<file path="src/rtl/adder_bist_pkg.sv">
// Shared types and constants for the adder self-test controller.
// Directed vectors are width-independent patterns, expanded at WIDTH bits by the user.
package adder_bist_pkg;

   typedef enum logic [2:0] {
      ST_IDLE,
      ST_APPLY,
      ST_SETTLE,
      ST_CHECK,
      ST_DONE
   } state_e;

   // Low-order taps of x^32 + x^22 + x^2 + x + 1; the x^32 term is the shifted-out MSB.
   localparam logic [31:0] LFSR_POLY    = 32'h0040_0007;
   localparam logic [31:0] DEFAULT_SEED = 32'hACE1_2468;

   typedef enum logic [2:0] {
      PAT_ZERO,
      PAT_ONE,
      PAT_ONES,
      PAT_MAX_POS,
      PAT_MIN_NEG
   } pat_e;

   typedef struct packed {
      pat_e a;
      pat_e b;
      logic cin;
   } dir_vec_t;

   localparam dir_vec_t DIR_VEC0 = '{a: PAT_MAX_POS, b: PAT_MAX_POS, cin: 1'b0};
   localparam dir_vec_t DIR_VEC1 = '{a: PAT_MIN_NEG, b: PAT_MIN_NEG, cin: 1'b0};
   localparam dir_vec_t DIR_VEC2 = '{a: PAT_ONES,    b: PAT_ONE,     cin: 1'b0};
   localparam dir_vec_t DIR_VEC3 = '{a: PAT_ZERO,    b: PAT_ONES,    cin: 1'b1};

   typedef struct packed {
      logic sum_ok;
      logic cout_ok;
      logic ovf_ok;
   } cmp_t;

   function automatic dir_vec_t dir_vec(input logic [1:0] idx);
      case (idx)
         2'd0:    return DIR_VEC0;
         2'd1:    return DIR_VEC1;
         2'd2:    return DIR_VEC2;
         default: return DIR_VEC3;
      endcase
   endfunction

endpackage

</file>
<file path="src/rtl/adder_bist_lfsr.sv">
// Galois LFSR (multiply-by-x modulo the polynomial) with seed load and advance enables.
// One-cycle update; load has priority over advance.
module adder_bist_lfsr
   import adder_bist_pkg::*;
#(
   parameter int               WIDTH = 32,
   parameter logic [WIDTH-1:0] SEED  = WIDTH'(DEFAULT_SEED),
   parameter logic [WIDTH-1:0] POLY  = WIDTH'(LFSR_POLY)
) (
   input  logic             clk,
   input  logic             rst_n,
   input  logic             load_i,
   input  logic             adv_i,
   output logic [WIDTH-1:0] state_o
);

   logic [WIDTH-1:0] lfsr_q, lfsr_d;

   always_comb begin
      lfsr_d = lfsr_q;
      if (load_i) begin
         lfsr_d = SEED;
      end else if (adv_i) begin
         lfsr_d = {lfsr_q[WIDTH-2:0], 1'b0} ^ (lfsr_q[WIDTH-1] ? POLY : '0);
      end
   end

   always_ff @(posedge clk or negedge rst_n) begin
      if (!rst_n) lfsr_q <= SEED;
      else        lfsr_q <= lfsr_d;
   end

   assign state_o = lfsr_q;

endmodule

</file>
<file path="src/rtl/adder_bist_ctrl.sv">
// Self-test initiator for a combinational adder: APPLY, SETTLE_CYCLES of hold, CHECK per vector.
// Optional first-failure capture ports are built when ADDER_BIST_FIRST_FAIL_EN is defined.
module adder_bist_ctrl
   import adder_bist_pkg::*;
#(
   parameter int          WIDTH         = 32,
   parameter int          NUM_VECTORS   = 256,
   parameter int          SETTLE_CYCLES = 2,
   parameter logic [31:0] SEED          = DEFAULT_SEED,
   localparam int         CW            = $clog2(NUM_VECTORS + 1)
) (
   input  logic             clk,
   input  logic             rst_n,
   input  logic             start,
   output logic             busy,
   output logic             done,
   output logic [WIDTH-1:0] dut_a,
   output logic [WIDTH-1:0] dut_b,
   output logic             dut_cin,
   input  logic [WIDTH-1:0] dut_sum,
   input  logic             dut_cout,
   input  logic             dut_overflow,
`ifdef ADDER_BIST_FIRST_FAIL_EN
   output logic             first_fail_valid,
   output logic [CW-1:0]    first_fail_idx,
   output logic [WIDTH-1:0] first_fail_a,
   output logic [WIDTH-1:0] first_fail_b,
   output logic             first_fail_cin,
   output logic [WIDTH-1:0] first_fail_sum,
   output logic [1:0]       first_fail_flags,
`endif
   output logic [CW-1:0]    pass_count,
   output logic [CW-1:0]    fail_count
);

   localparam int SCW  = (SETTLE_CYCLES > 1) ? $clog2(SETTLE_CYCLES) : 1;
   localparam int HALF = WIDTH / 2;

   function automatic logic [WIDTH-1:0] pat_val(input pat_e p);
      logic [WIDTH-1:0] v;
      case (p)
         PAT_ONE:     v = WIDTH'(1);
         PAT_ONES:    v = '1;
         PAT_MAX_POS: v = {1'b0, {(WIDTH-1){1'b1}}};
         PAT_MIN_NEG: v = {1'b1, {(WIDTH-1){1'b0}}};
         default:     v = '0;
      endcase
      return v;
   endfunction

   state_e           state_q, state_d;
   logic [CW-1:0]    idx_q, idx_d, pass_q, pass_d, fail_q, fail_d;
   logic [SCW-1:0]   settle_q, settle_d;
   logic [WIDTH-1:0] a_q, a_d, b_q, b_d;
   logic             cin_q, cin_d, busy_q, busy_d, done_q, done_d;
   logic             lfsr_load, lfsr_adv;
   logic [WIDTH-1:0] lfsr_val;
   logic [WIDTH:0]   full_e;
   logic             ovf_e, vec_ok;
   cmp_t             cmp;
   dir_vec_t         dv;

`ifdef ADDER_BIST_FIRST_FAIL_EN
   typedef struct packed {
      logic             vld;
      logic [CW-1:0]    idx;
      logic [WIDTH-1:0] a;
      logic [WIDTH-1:0] b;
      logic             cin;
      logic [WIDTH-1:0] sum;
      logic [1:0]       flags;
   } ff_t;
   ff_t ff_q, ff_d;
`endif

   adder_bist_lfsr #(
      .WIDTH (WIDTH),
      .SEED  (WIDTH'(SEED)),
      .POLY  (WIDTH'(LFSR_POLY))
   ) u_lfsr (
      .clk     (clk),
      .rst_n   (rst_n),
      .load_i  (lfsr_load),
      .adv_i   (lfsr_adv),
      .state_o (lfsr_val)
   );

   // Golden result is derived from the registered operands, which are stable through CHECK.
   assign full_e      = {1'b0, a_q} + {1'b0, b_q} + {{WIDTH{1'b0}}, cin_q};
   assign ovf_e       = (a_q[WIDTH-1] == b_q[WIDTH-1]) && (full_e[WIDTH-1] != a_q[WIDTH-1]);
   assign cmp.sum_ok  = (dut_sum == full_e[WIDTH-1:0]);
   assign cmp.cout_ok = (dut_cout == full_e[WIDTH]);
   assign cmp.ovf_ok  = (dut_overflow == ovf_e);
   assign vec_ok      = &cmp;
   assign dv          = dir_vec(idx_q[1:0]);

   always_comb begin
      state_d   = state_q;
      idx_d     = idx_q;
      settle_d  = settle_q;
      a_d       = a_q;
      b_d       = b_q;
      cin_d     = cin_q;
      pass_d    = pass_q;
      fail_d    = fail_q;
      busy_d    = busy_q;
      done_d    = done_q;
      lfsr_load = 1'b0;
      lfsr_adv  = 1'b0;
`ifdef ADDER_BIST_FIRST_FAIL_EN
      ff_d      = ff_q;
`endif
      case (state_q)
         ST_IDLE, ST_DONE: begin
            if (start) begin
               state_d   = ST_APPLY;
               idx_d     = '0;
               pass_d    = '0;
               fail_d    = '0;
               busy_d    = 1'b1;
               done_d    = 1'b0;
               lfsr_load = 1'b1;
`ifdef ADDER_BIST_FIRST_FAIL_EN
               ff_d      = '0;
`endif
            end
         end
         ST_APPLY: begin
            if (idx_q < CW'(4)) begin
               a_d   = pat_val(dv.a);
               b_d   = pat_val(dv.b);
               cin_d = dv.cin;
            end else begin
               a_d   = lfsr_val;
               b_d   = {lfsr_val[WIDTH-HALF-1:0], lfsr_val[WIDTH-1:WIDTH-HALF]};
               cin_d = lfsr_val[0] ^ lfsr_val[WIDTH-1];
            end
            settle_d = '0;
            state_d  = ST_SETTLE;
         end
         ST_SETTLE: begin
            if (settle_q == SCW'(SETTLE_CYCLES - 1)) state_d = ST_CHECK;
            else                                      settle_d = settle_q + 1'b1;
         end
         ST_CHECK: begin
            if (vec_ok) pass_d = pass_q + 1'b1;
            else        fail_d = fail_q + 1'b1;
`ifdef ADDER_BIST_FIRST_FAIL_EN
            if (!vec_ok && !ff_q.vld) begin
               ff_d = '{vld: 1'b1, idx: idx_q, a: a_q, b: b_q, cin: cin_q,
                        sum: dut_sum, flags: {dut_cout, dut_overflow}};
            end
`endif
            lfsr_adv = (idx_q >= CW'(4));
            if (idx_q == CW'(NUM_VECTORS - 1)) begin
               state_d = ST_DONE;
               busy_d  = 1'b0;
               done_d  = 1'b1;
            end else begin
               idx_d   = idx_q + 1'b1;
               state_d = ST_APPLY;
            end
         end
         default: state_d = ST_IDLE;
      endcase
   end

   always_ff @(posedge clk or negedge rst_n) begin
      if (!rst_n) begin
         state_q  <= ST_IDLE;
         idx_q    <= '0;
         settle_q <= '0;
         a_q      <= '0;
         b_q      <= '0;
         cin_q    <= 1'b0;
         pass_q   <= '0;
         fail_q   <= '0;
         busy_q   <= 1'b0;
         done_q   <= 1'b0;
`ifdef ADDER_BIST_FIRST_FAIL_EN
         ff_q     <= '0;
`endif
      end else begin
         state_q  <= state_d;
         idx_q    <= idx_d;
         settle_q <= settle_d;
         a_q      <= a_d;
         b_q      <= b_d;
         cin_q    <= cin_d;
         pass_q   <= pass_d;
         fail_q   <= fail_d;
         busy_q   <= busy_d;
         done_q   <= done_d;
`ifdef ADDER_BIST_FIRST_FAIL_EN
         ff_q     <= ff_d;
`endif
      end
   end

   assign busy       = busy_q;
   assign done       = done_q;
   assign dut_a      = a_q;
   assign dut_b      = b_q;
   assign dut_cin    = cin_q;
   assign pass_count = pass_q;
   assign fail_count = fail_q;
`ifdef ADDER_BIST_FIRST_FAIL_EN
   assign first_fail_valid = ff_q.vld;
   assign first_fail_idx   = ff_q.idx;
   assign first_fail_a     = ff_q.a;
   assign first_fail_b     = ff_q.b;
   assign first_fail_cin   = ff_q.cin;
   assign first_fail_sum   = ff_q.sum;
   assign first_fail_flags = ff_q.flags;
`endif

endmodule

</file>
<file path="config.mk">
export PLATFORM = sky130hd
export DESIGN_NAME = adder_bist_ctrl
export DESIGN_NICKNAME = d
export VERILOG_FILES = /design/src/rtl/adder_bist_pkg.sv /design/src/rtl/adder_bist_lfsr.sv /design/src/rtl/adder_bist_ctrl.sv
export SDC_FILE = /design/constraint.sdc
export NUM_CORES = 1
export LEC_CHECK = 0
export BUFFER_PORTS_ARGS = -buffer_cell sky130_fd_sc_hd__buf_2
export CAP_MARGIN = 30
export CELL_PAD_IN_SITES_DETAIL_PLACEMENT = 1
export CELL_PAD_IN_SITES_GLOBAL_PLACEMENT = 1
export CORE_MARGIN = 1
export CORE_UTILIZATION = 47
export CTS_BUF_LIST = sky130_fd_sc_hd__clkbuf_4 sky130_fd_sc_hd__clkbuf_8 sky130_fd_sc_hd__clkbuf_16
export CTS_CLUSTER_SIZE = 20
export DETAILED_ROUTE_END_ITERATION = 8
export PLACE_DENSITY = 0.9
export SLEW_MARGIN = 20
export SYNTH_ARGS = -nofsm -noshare
export SYNTH_HDL_FRONTEND = slang
export SYNTH_SLANG_ARGS = --single-unit
</file>
<file path="constraint.sdc">
create_clock -name clk -period 6.99 [get_ports clk]
set_input_delay 0.699 -clock clk [delete_from_list [all_inputs] [get_ports clk]]
set_output_delay 0.699 -clock clk [all_outputs]
set_load 0.05 [all_outputs]
</file>
## After elaboration in Yosys (flattened, before gate mapping)

Index checks and enable logic that the tools add are counted.

- Bits in registers: 130
- Input port bits: 37
- Output and inout port bits: 85
- Word-level logic and storage cells: 91

- Add/sub/neg operators: 6
- Order comparisons: 2
- Equality and inequality tests: 26
- Mux-type cells: 31
- Bitwise operators: 2
- Reductions and logical operators: 13

Operators with widths:

| kind | number |
|---|---|
| $pmux W32 S4 | 2 |
| $mux W32 | 4 |
| $pmux W9 S2 | 3 |
| $mux W9 | 4 |
| $add A32 B32 Y33 | 1 |
| $add A33 B1 Y33 | 1 |
| $eq A32 B32 Y1 | 1 |
| $xor A32 B32 Y32 | 1 |
| $add A9 B1 Y9 const B | 3 |
| $mux W23 | 1 |
| $pmux W7 S3 | 1 |
| $eq A3 B2 Y1 const B | 6 |
| $reduce_and A3 Y1 | 5 |
| $ne A2 B2 Y1 const B | 6 |
| $pmux W3 S4 | 1 |
| $eq A3 B1 Y1 const B | 3 |
| $eq A3 B3 Y1 const B | 3 |
| $eq A9 B8 Y1 const B | 1 |
| $ge A9 B3 Y1 const B | 1 |
| $lt A9 B3 Y1 const B | 1 |
| $mux W1 | 9 |
| $mux W3 | 3 |
| $pmux W1 S2 | 3 |
| $reduce_bool A2 Y1 | 3 |
| other kinds (11) | 13 |

## Logic depth before layout (Yosys ltp)

Gate-level depths: netlist (run 1).

- Word-level depth: 8
- Gate-level depth with buffers: 14
- Mapped depth without buffers: 12

## Cells and area by module

Synthesis (run 1) repeated with hierarchy kept, for this count alone.

- Cell total of the unflattened synthesis: 961
- Area total of the unflattened synthesis: 8389.3 um^2

By module, submodules not included:

| module | instances | cells each | area an instance (um^2) | seq. area each (um^2) |
|---|---|---|---|---|
| adder_bist_ctrl | 1 | 853 | 7014.2 | 2452.4 |
| adder_bist_lfsr | 1 | 108 | 1375.1 | 817.0 |

## Worst setup path before layout (run 1)

OpenSTA, ideal clock, no wires.

- Kind: register to register
- Start point: register a_q[0] (netlist: dut_a[0])
- End point: register pass_q[4] (netlist: pass_count[4])
- Library setup time: 0.121 ns
- Arrival: 3.788 ns
- Required time: 6.869 ns
- Path slack: 3.081 ns
- Stages on the path, launching flop included: 14
- Path buffers: 1
- Clock period less this slack: 3.909 ns
- Cell sequence: dfrtp_1 -> fa_1 -> fa_1 -> a211o_1 -> a221oi_4 -> o21ai_2 -> a21o_1 -> a311o_1 -> nor3_1 -> nand4_1 -> and4bb_1 -> buf_4 -> o22ai_1 -> a22o_1

- Word-level cells in the longest chain between the ends: 8
- Elaborated cells between the ends (all ways): 10
- Those cells by class: add/sub (2); eq/ne (5); reduce/logical (3)

RTL lines:

| element | line | text |
|---|---|---|
| start: declaration | adder_bist_ctrl.sv:54 | `logic [WIDTH-1:0] a_q, a_d, b_q, b_d;` |
| start signal: assignment | adder_bist_ctrl.sv:173 | `a_q <= '0;` |
| start signal: assignment | adder_bist_ctrl.sv:187 | `a_q <= a_d;` |
| $add A32 B32 Y33 * | adder_bist_ctrl.sv:89 | `assign full_e = {1'b0, a_q} + {1'b0, b_q} + {{WIDTH{1'b0}}, cin_q};` |
| $add A33 B1 Y33 * | adder_bist_ctrl.sv:89 |  |
| branches (longest 3 deep; another with $eq A32 B32 Y1) | -- |  |
| $reduce_and A3 Y1 * | adder_bist_ctrl.sv:94 | `assign vec_ok = &cmp;` |
| $ne A2 B2 Y1 (no line) * | -- |  |
| $reduce_and A3 Y1 (no line) * | -- |  |
| end signal: assignment | adder_bist_ctrl.sv:190 | `pass_q <= pass_d;` |
| end: declaration | adder_bist_ctrl.sv:52 | `logic [CW-1:0] idx_q, idx_d, pass_q, pass_d, fail_q, fail_d;` |

Every way passes the cells marked *.
A chain may end at the register's enable or synchronous reset.

## Worst setup path after layout (run 1)

- Start point: register a_q[0] (netlist: dut_a[0])
- End point: register pass_q[0] (netlist: pass_count[0])

The elaborated chain is that of the path after synthesis.

==> results of run 1 <==
==> through the flow <==
step	std cells	area [um2]	setup slack [ps]	hold WS (ps)
floorplan	986	8353	3081	403.4
global placement	1283	9082	2533	453.6
detailed placement	1286	9145	2335	475.5
CTS	1318	9739	2263	282.2
global route	1320	9769	2064	312.2
finish	1320	9769	2183	260.5
==> state kept, by name (all words and copies together), names as in the netlist <==
register,count
dut_a,32
dut_b,32
u_lfsr.state_o,32
fail_count,9
idx_q,9
pass_count,9
state_q,3
busy,1
done,1
dut_cin,1
settle_q,1
==> area by class of cell <==
class,instances,area [um2],area share (%)
clock buffer,18,439.2,4.495
sequential,130,3269,33.47
timing repair buffer,134,760.7,7.787
clock inverter,14,155.1,1.588
tap,225,281.5,2.882
multi-input combinational,790,4830,49.44
inverter,9,33.78,0.3458
==> cells in the mapped netlist, types with 4 or more instances <==
cell type	count	area, um2
or4_1	4	30.03
clkbuf_1	42	157.7
nor2b_1	8	50.05
and3_1	11	68.82
o211ai_1	5	37.54
o21ai_1	15	75.07
nand3_1	41	205.2
and2_1	4	25.02
dfstp_2	13	341.6
o22ai_1	6	37.54
a22o_1	9	78.83
o21ai_0	133	665.6
nand4_1	17	106.4
buf_1	4	15.01
o21a_1	10	75.07
or3_1	8	50.05
o21bai_1	4	30.03
a21o_1	12	90.09
dfrtp_1	117	2928
nor2_1	46	172.7
nand2_1	181	679.4
buf_2	8	40.04
a21oi_1	74	370.4
a211o_1	4	35.03
inv_1	9	33.78
a2111oi_0	7	61.31
mux2i_1	8	80.08
xnor2_1	32	280.3
xor2_1	19	166.4
nor3_1	13	65.06
o31ai_1	6	45.04
ha_1	40	500.5
==> kinds of logic after synthesis <==
group	count (synthesis)	synth area share, %
DFF	130	39.14
xor gates and xnor gates	52	5.542
and+or+nand+nor	353	19.59
buffers and inverters	66	3.220
adders and majority gates	42	6.471
AOI/OAI and AO/OA	334	24.94
muxes	9	1.093
==> routing by layer <==
layer / vias to the layer above / track usage [%] / routed length [um]
met5: - / 0 / 0
li1: 3765 / - / -
met2: 479 / 61.57 / 16520
met3: 160 / 8.230 / 2462
met4: 0 / 23.72 / 2113
met1: 4497 / 47.89 / 13610
==> worst max-delay path: stages, from the launching register on <==
cell      delay, ps
dfrtp_1         420
fa_1            480
fa_1            470
a211o_1         390
a221oi_4        430
o21ai_2         120
a21o_1          220
o211a_1         270
mux2i_1         220
nand4_1         220
nor4_4          810
and2_1          440
mux2_2          230
==> worst min-delay path by stage <==
stage	to	slack, ps
finish	idx_q[4]	260
global route	idx_q[4]	310
CTS	idx_q[4]	280
detailed placement	u_lfsr.state_o[6]	480
global placement	busy	450
floorplan	busy	400
==> cells in the final DEF (no fill, tap or decap), types with 4 or more instances in the layout <==
cell type,netlist,routed
nand2_1,181,180
o21ai_0,133,133
buf_2,8,120
dfrtp_1,117,117
a21oi_1,74,74
nor2_1,46,45
nand3_1,41,41
ha_1,40,40
xnor2_1,32,32
xor2_1,19,19
nand4_1,17,17
clkbuf_16,0,17
o21ai_1,15,15
dfstp_2,13,13
nor3_1,13,12
a21o_1,12,12
and3_1,11,11
o21a_1,10,10
inv_1,9,9
a22o_1,9,9
buf_4,3,9
nor2b_1,8,8
mux2i_1,8,8
or3_1,8,8
a2111oi_0,7,7
o22ai_1,6,6
o31ai_1,6,6
o211ai_1,5,5
clkinv_4,0,5
and2_1,4,4
a211o_1,4,4
o21bai_1,4,4
or4_1,4,4
==> impl_metrics.env, run 1 <==
export IMPL_rows=48
export IMPL_tns_ps=0
export IMPL_synth_edf_count=0
export IMPL_fin_skew_ps=11.34
export IMPL_ant_nets=0
export IMPL_avgRoutedWirePerCell_um=26.29
export IMPL_cts_resized=0
export IMPL_routed_wl_um=34710
export IMPL_cp_arrival_ps=5180
export IMPL_worstReg2RegEnd="pass_count[0]"
export IMPL_fmax_mhz=208.0
export IMPL_hp_class="in -> async"
export IMPL_io_pins=122
export IMPL_routabilityCongestion=0.9747
export IMPL_finalSetupViolations=0
export IMPL_r2r_slack_ps=2180
export IMPL_ys_types=81
export IMPL_first_pass_iters=6
export IMPL_finalHoldViolCount=0
export IMPL_cts_root_buf="clkbuf_16"
export IMPL_ys_ff_latch=130
export IMPL_drt_initial_drc_count=866
export IMPL_final_nets=1161
export IMPL_startpoint_type="flip-flop"
export IMPL_vias=8901
export IMPL_tightest_slew_ps=852.2
export IMPL_grtUsageTotal_pct=38.62
export IMPL_yosysSeqAreaShare_pct=39.14
export IMPL_grt_pass1_wl_um=52680
export IMPL_initial_core_util_pct=48.29
export IMPL_cts_sinks=130
export IMPL_rr_worst_depth=12
export IMPL_cts_setup_buffers=0
export IMPL_cp_max_fo=16
export IMPL_cts_tree="yes"
export IMPL_crit_type="reg -> reg"
export IMPL_rsz0062_at_grt="no"
export IMPL_die_h_um=135.3
export IMPL_max_cap_viol_count=0
export IMPL_cts_max_level=4
export IMPL_outcome="completed"
export IMPL_antenna_found_initial=0
export IMPL_required_ps=7360
export IMPL_grt_pass1_vias=8956
export IMPL_hpwlAfterDp_um=23600
export IMPL_grt_max_degree=95
export IMPL_synth_flop_cell="dfrtp_1"
export IMPL_cp_startpoint="dut_a[0]"
export IMPL_cts_reportedPaths_clkPinSlew_ps=70
export IMPL_avgSynthCellArea_um2=8.472
export IMPL_ctsHoldBuffers=0
export IMPL_die_x_um=135.3
export IMPL_yosys_warnings=0
export IMPL_cp_end_kind="flip-flop"
export IMPL_cp_endpoint="pass_count[0]"
export IMPL_final_period_utilization_pct=68.77
export IMPL_cts_buffers=17
export IMPL_max_slew_margin_pct=42.76
export IMPL_insertion_delay_ps=430
export IMPL_grt_overflow_total=0
export IMPL_portBuffers=121
export IMPL_design_die_area_um2=18310
export IMPL_final_max_slew_viol_count=0
export IMPL_min_period_ps=4807
export IMPL_diodes=0
export IMPL_core_region_area_um2=17300
export IMPL_synth_async_reset_ratio_pct=100.0
export IMPL_area_delta_synth_final_pct=16.96
export IMPL_via_per_inst=6.743
export IMPL_fillers=2081
export IMPL_syn_num_nets=1065
export IMPL_syn_inst=986
export IMPL_clock_path_buffers=2
export IMPL_r2r_start="dut_a[0]"
export IMPL_final_core_util_pct=56.48
export IMPL_syn_area_um2=8353
export IMPL_drc=0
export IMPL_drive_gt1_share_pct=18.45
Power of run 1 is left out: the tool's default activity adds up to more than one toggle a clock period on the data nets, which glitch-free logic cannot reach.
==> inputs of run 2 (changes only) <==
- CORE_UTILIZATION: 47 -> 44
- PLACE_DENSITY: 0.9 -> 0.86
- clock period: 6.99 -> 4.6 ns (I/O delays scaled with it)
==> impl_metrics.env, run 2 (synthesized netlist as in run 1, its figures left out) <==
export IMPL_required_ps=4910
export IMPL_cp_max_fo=11
export IMPL_cts_setup_buffers=0
export IMPL_startpoint_type="flip-flop"
export IMPL_hpwlAfterDp_um=23470
export IMPL_met1_length_um=13730
export IMPL_crit_type="reg -> reg"
export IMPL_core_region_area_um2=18640
export IMPL_rows=50
export IMPL_max_cap_viol_count=0
export IMPL_fmax_mhz=229.1
export IMPL_die_h_um=139.8
export IMPL_via_per_inst=6.287
export IMPL_final_period_utilization_pct=94.87
export IMPL_avgRoutedWirePerCell_um=23.88
export IMPL_grtUsageTotal_pct=33.05
export IMPL_vias=8368
export IMPL_cts_sinks=130
export IMPL_fin_skew_ps=9.884
export IMPL_maxUsedRoutingLayer="met4"
export IMPL_diodes=0
export IMPL_cpMostUsedCell="fa_1"
export IMPL_drc=0
export IMPL_final_nets=1163
export IMPL_drive_gt1_share_pct=18.60
export IMPL_portBuffers=121
export IMPL_path_cells="fa_1 -> fa_1 -> a211o_1 -> a221oi_4 -> o21ai_2 -> a21o_1 -> xnor2_1 -> nor4_2 -> nand4_1 -> and4bb_1 -> o22ai_1 -> a22o_1"
export IMPL_initial_core_util_pct=44.81
export IMPL_rsz0062_at_grt="no"
export IMPL_max_slew_margin_pct=36.05
export IMPL_grt_overflow_total=0
export IMPL_grt_pass1_wl_um=49440
export IMPL_outcome="completed"
export IMPL_cp_top_family="compound AO/OA/AOI/OAI gates"
export IMPL_die_x_um=139.8
export IMPL_ant_nets=0
export IMPL_ctsHoldBuffers=0
export IMPL_final_common_cell="nand2_1"
export IMPL_final_max_slew_viol_count=0
export IMPL_cts_max_level=4
export IMPL_cp_arrival_ps=4670
export IMPL_cp_num_buf_inv=0
export IMPL_tightest_slew_ps=956.9
export IMPL_cp_slowest_cell="and4bb_1"
export IMPL_area_delta_synth_final_pct=16.24
export IMPL_routed_wl_um=31790
export IMPL_grt_pass1_vias=8483
export IMPL_cts_root_buf="clkbuf_16"
export IMPL_mostFrequentLayoutCells="180 x nand2_1, 133 x o21ai_0, 120 x buf_2"
export IMPL_min_period_ps=4364
export IMPL_finalSetupViolations=0
export IMPL_grt_max_degree=86
export IMPL_io_pins=122
export IMPL_cp_end_kind="flip-flop"
export IMPL_cts_tree="yes"
export IMPL_insertion_delay_ps=420
export IMPL_routed_wl_met3_um=1484
export IMPL_first_pass_iters=7
export IMPL_design_die_area_um2=19540
export IMPL_drt_initial_drc_count=716
export IMPL_cts_resized=0
export IMPL_cts_reportedPaths_clkPinSlew_ps=60
export IMPL_wl_met2_um=15460
export IMPL_finalHoldViolCount=0
export IMPL_antenna_found_initial=0
export IMPL_clock_path_buffers=2
export IMPL_routabilityCongestion=0.9894
export IMPL_crit_path_max_incr_delay_ps=680
export IMPL_tns_ps=0
export IMPL_cts_buffers=17
export IMPL_hp_class="in -> async"
-- run 2: cell count changes in the layout (fill, tap and decap cells not counted), sizes merged --
| cell | change |
|---|---|
| inv | -1 |
| buf | +2 |
| bufinv | -1 |
| clkbuf | +2 |
-- run 2: metrics by stage --
step	setup WS [ps]	cell area (um2)	hold slack [ps]	util, %	cells
2_1_floorplan	691.2	8353	164.4	-	986
4_1_cts	265.9	9709	175.4	52.08	1331
5_1_grt	77.83	9709	212.0	52.08	1331
3_5_place_dp	279.5	9146	463.5	49.06	1299
6_report	235.8	9709	130.5	52.08	1331
3_3_place_gp	402.1	9146	454.8	49.06	1299
-- run 2: area by class of cell --
| cell class | count | area (um2) |
|---|---|---|
| fill | 2279 | 8934 |
| sequential | 130 | 3269 |
| multi-input combinational | 790 | 4830 |
| timing repair buffer | 136 | 720.7 |
| clock buffer | 20 | 454.2 |
| inverter | 9 | 33.78 |
| clock inverter | 12 | 108.9 |
| tap | 234 | 292.8 |
-- run 2: per-layer routing --
| metal | GRT usage [%] | vias to the layer above |
|---|---|---|
| met5 | 0 | - |
| met4 | 14.00 | 0 |
| met3 | 4.714 | 69 |
| met2 | 54.61 | 285 |
| met1 | 43.34 | 4247 |
| li1 | - | 3767 |
-- run 2: path summary, 6_finish.rpt --
check | startpoint | endpoint | slack [ps] | cells past startpoint
worst max-delay path | dut_a[0] | pass_count[3] | 240 | 12
worst min-delay path | rst_n | idx_q[8] | 130 | 1
worst max register to register | dut_a[0] | pass_count[3] | 240 | 12
worst min register to register | busy | busy | 480 | 2
max in group asynchronous | rst_n | u_lfsr.state_o[26] | 3490 | 2
min in group clk | start | state_q[2] | 250 | 2
-- run 2: worst reg2reg max path: cells and delay by family (launching register included) --
family                     cells  cell delay [ps]
AOI/OAI and AO/OA              6             1530
xor gates and xnor gates       1              160
adders and majority gates      2              940
DFF                            1              410
and+or+nand+nor                3             1220
Power of run 2 is left out for the same reason.
==> inputs of run 3 (changes only) <==
- CORE_UTILIZATION: 44 -> 47
- PLACE_DENSITY: 0.86 -> 0.9
- clock period: 4.6 -> 5.3 ns (I/O delays scaled with it)
==> impl_metrics.env, run 3 (synthesized netlist as in run 1, its figures left out) <==
export IMPL_path_cells="fa_1 -> fa_1 -> a211o_1 -> a221oi_4 -> o21ai_2 -> a21o_1 -> a311o_1 -> nor3_1 -> nand4_1 -> nor4_4 -> and2_1 -> mux2_2"
export IMPL_finalHoldViolCount=0
export IMPL_cp_arrival_ps=5080
export IMPL_io_pins=122
export IMPL_outcome="completed"
export IMPL_die_x_um=135.3
export IMPL_final_period_utilization_pct=88.83
export IMPL_crit_path_max_incr_delay_ps=720
export IMPL_placedCellCount=1287
export IMPL_final_common_cell="nand2_1"
export IMPL_fin_skew_ps=11.46
export IMPL_tns_ps=0
export IMPL_fmax_mhz=212.4
export IMPL_cts_resized=0
export IMPL_area_delta_synth_final_pct=17.42
export IMPL_routed_wl_um=33240
export IMPL_drc=0
export IMPL_hp_class="in -> async"
export IMPL_grt_max_degree=67
export IMPL_diodes=0
export IMPL_portBuffers=121
export IMPL_gr_usage_met2_pct=60.51
export IMPL_whs_ps=70.29
export IMPL_cp_end_kind="flip-flop"
export IMPL_grt_overflow_total=0
export IMPL_vias=8689
export IMPL_grt_use_met3_pct=6.173
export IMPL_ant_nets=0
export IMPL_rows=48
export IMPL_cp_slowest_cell="nor4_4"
export IMPL_tightest_slew_ps=988.0
export IMPL_via_per_inst=6.588
export IMPL_drive_gt1_share_pct=18.37
export IMPL_startpoint_type="flip-flop"
export IMPL_first_pass_iters=5
export IMPL_crit_type="reg -> reg"
export IMPL_max_slew_margin_pct=33.97
export IMPL_mostFrequentLayoutCells="180 x nand2_1, 133 x o21ai_0, 120 x buf_2"
export IMPL_cts_sinks=130
export IMPL_cts_reportedPaths_clkPinSlew_ps=60
export IMPL_die_h_um=135.3
export IMPL_cts_max_level=4
export IMPL_avgRoutedWirePerCell_um=25.20
export IMPL_cts_root_buf="clkbuf_16"
export IMPL_grt_busiest_layer="met2"
export IMPL_grt_use_met1_pct=48.03
export IMPL_max_cap_viol_count=0
export IMPL_final_nets=1160
export IMPL_rsz0062_at_grt="no"
export IMPL_finalSetupViolations=0
export IMPL_grtUsageTotal_pct=37.34
export IMPL_ctsHoldBuffers=0
export IMPL_drt_initial_drc_count=848
export IMPL_cts_tree="yes"
export IMPL_core_region_area_um2=17300
export IMPL_cts_setup_buffers=0
export IMPL_grt_pass1_wl_um=51190
export IMPL_cpMostUsedCell="fa_1"
export IMPL_initial_core_util_pct=48.29
export IMPL_cp_max_fo=16
export IMPL_routabilityCongestion=0.9940
export IMPL_clock_path_buffers=2
export IMPL_hpwlAfterDp_um=22850
export IMPL_antenna_found_initial=0
export IMPL_stdcell_count=1319
export IMPL_grt_pass1_vias=8881
export IMPL_cts_buffers=17
export IMPL_insertion_delay_ps=440
export IMPL_design_die_area_um2=18310
export IMPL_required_ps=5670
export IMPL_min_period_ps=4708
export IMPL_final_max_slew_viol_count=0
## run 3: cell types whose count changed in the layout (fill, tap and decap cells not counted), sizes merged
cell,delta
bufinv,+4
buf,-3
clkinv,-3
clkinvlp,-1
## run 3: area by class of cell
class | instances | area, um2
clock inverters | 12 | 202.7
multi-input cells | 790 | 4830
repair buffers | 133 | 730.7
fillers | 2070 | 7488
clock buffers | 20 | 460.4
inverters | 9 | 33.78
flip-flops and latches | 130 | 3269
well taps | 225 | 281.5
## run 3: critical path: cells and delay by family, from the launching register on
family          cells  cell delay (ps)
simple gates        4             1580
compound gates      5             1430
flops               1              430
mux                 1              240
fa+ha+maj           2              970
## run 3: stage by stage
stage	utilization [%]	cell area, um2	setup slack (ps)
after floorplan	-	8353	1391
after global placement	52.55	9090	849.4
after detailed placement	52.87	9145	677.5
after CTS	56.71	9808	648.2
after global routing	56.71	9808	335.7
final	56.71	9808	592.2
## run 3: routing by layer
layer  wire [um]  vias up
li1            -     3767
met1       13560     4372
met2       15890      434
met3        2172      116
met4        1612        0
met5           0        -
## run 3: final timing paths
kind / start / end / depth (start not counted) / slack, ps
worst max-delay path: dut_b[0] / pass_count[0] / 12 / 590
worst min-delay path: rst_n / idx_q[7] / 1 / 70
worst max register to register: dut_b[0] / pass_count[0] / 12 / 590
worst min register to register: done / done / 2 / 500
max in group asynchronous: rst_n / dut_a[25] / 3 / 3810
min in group clk: start / state_q[2] / 2 / 320
Power of run 3 is left out for the same reason.
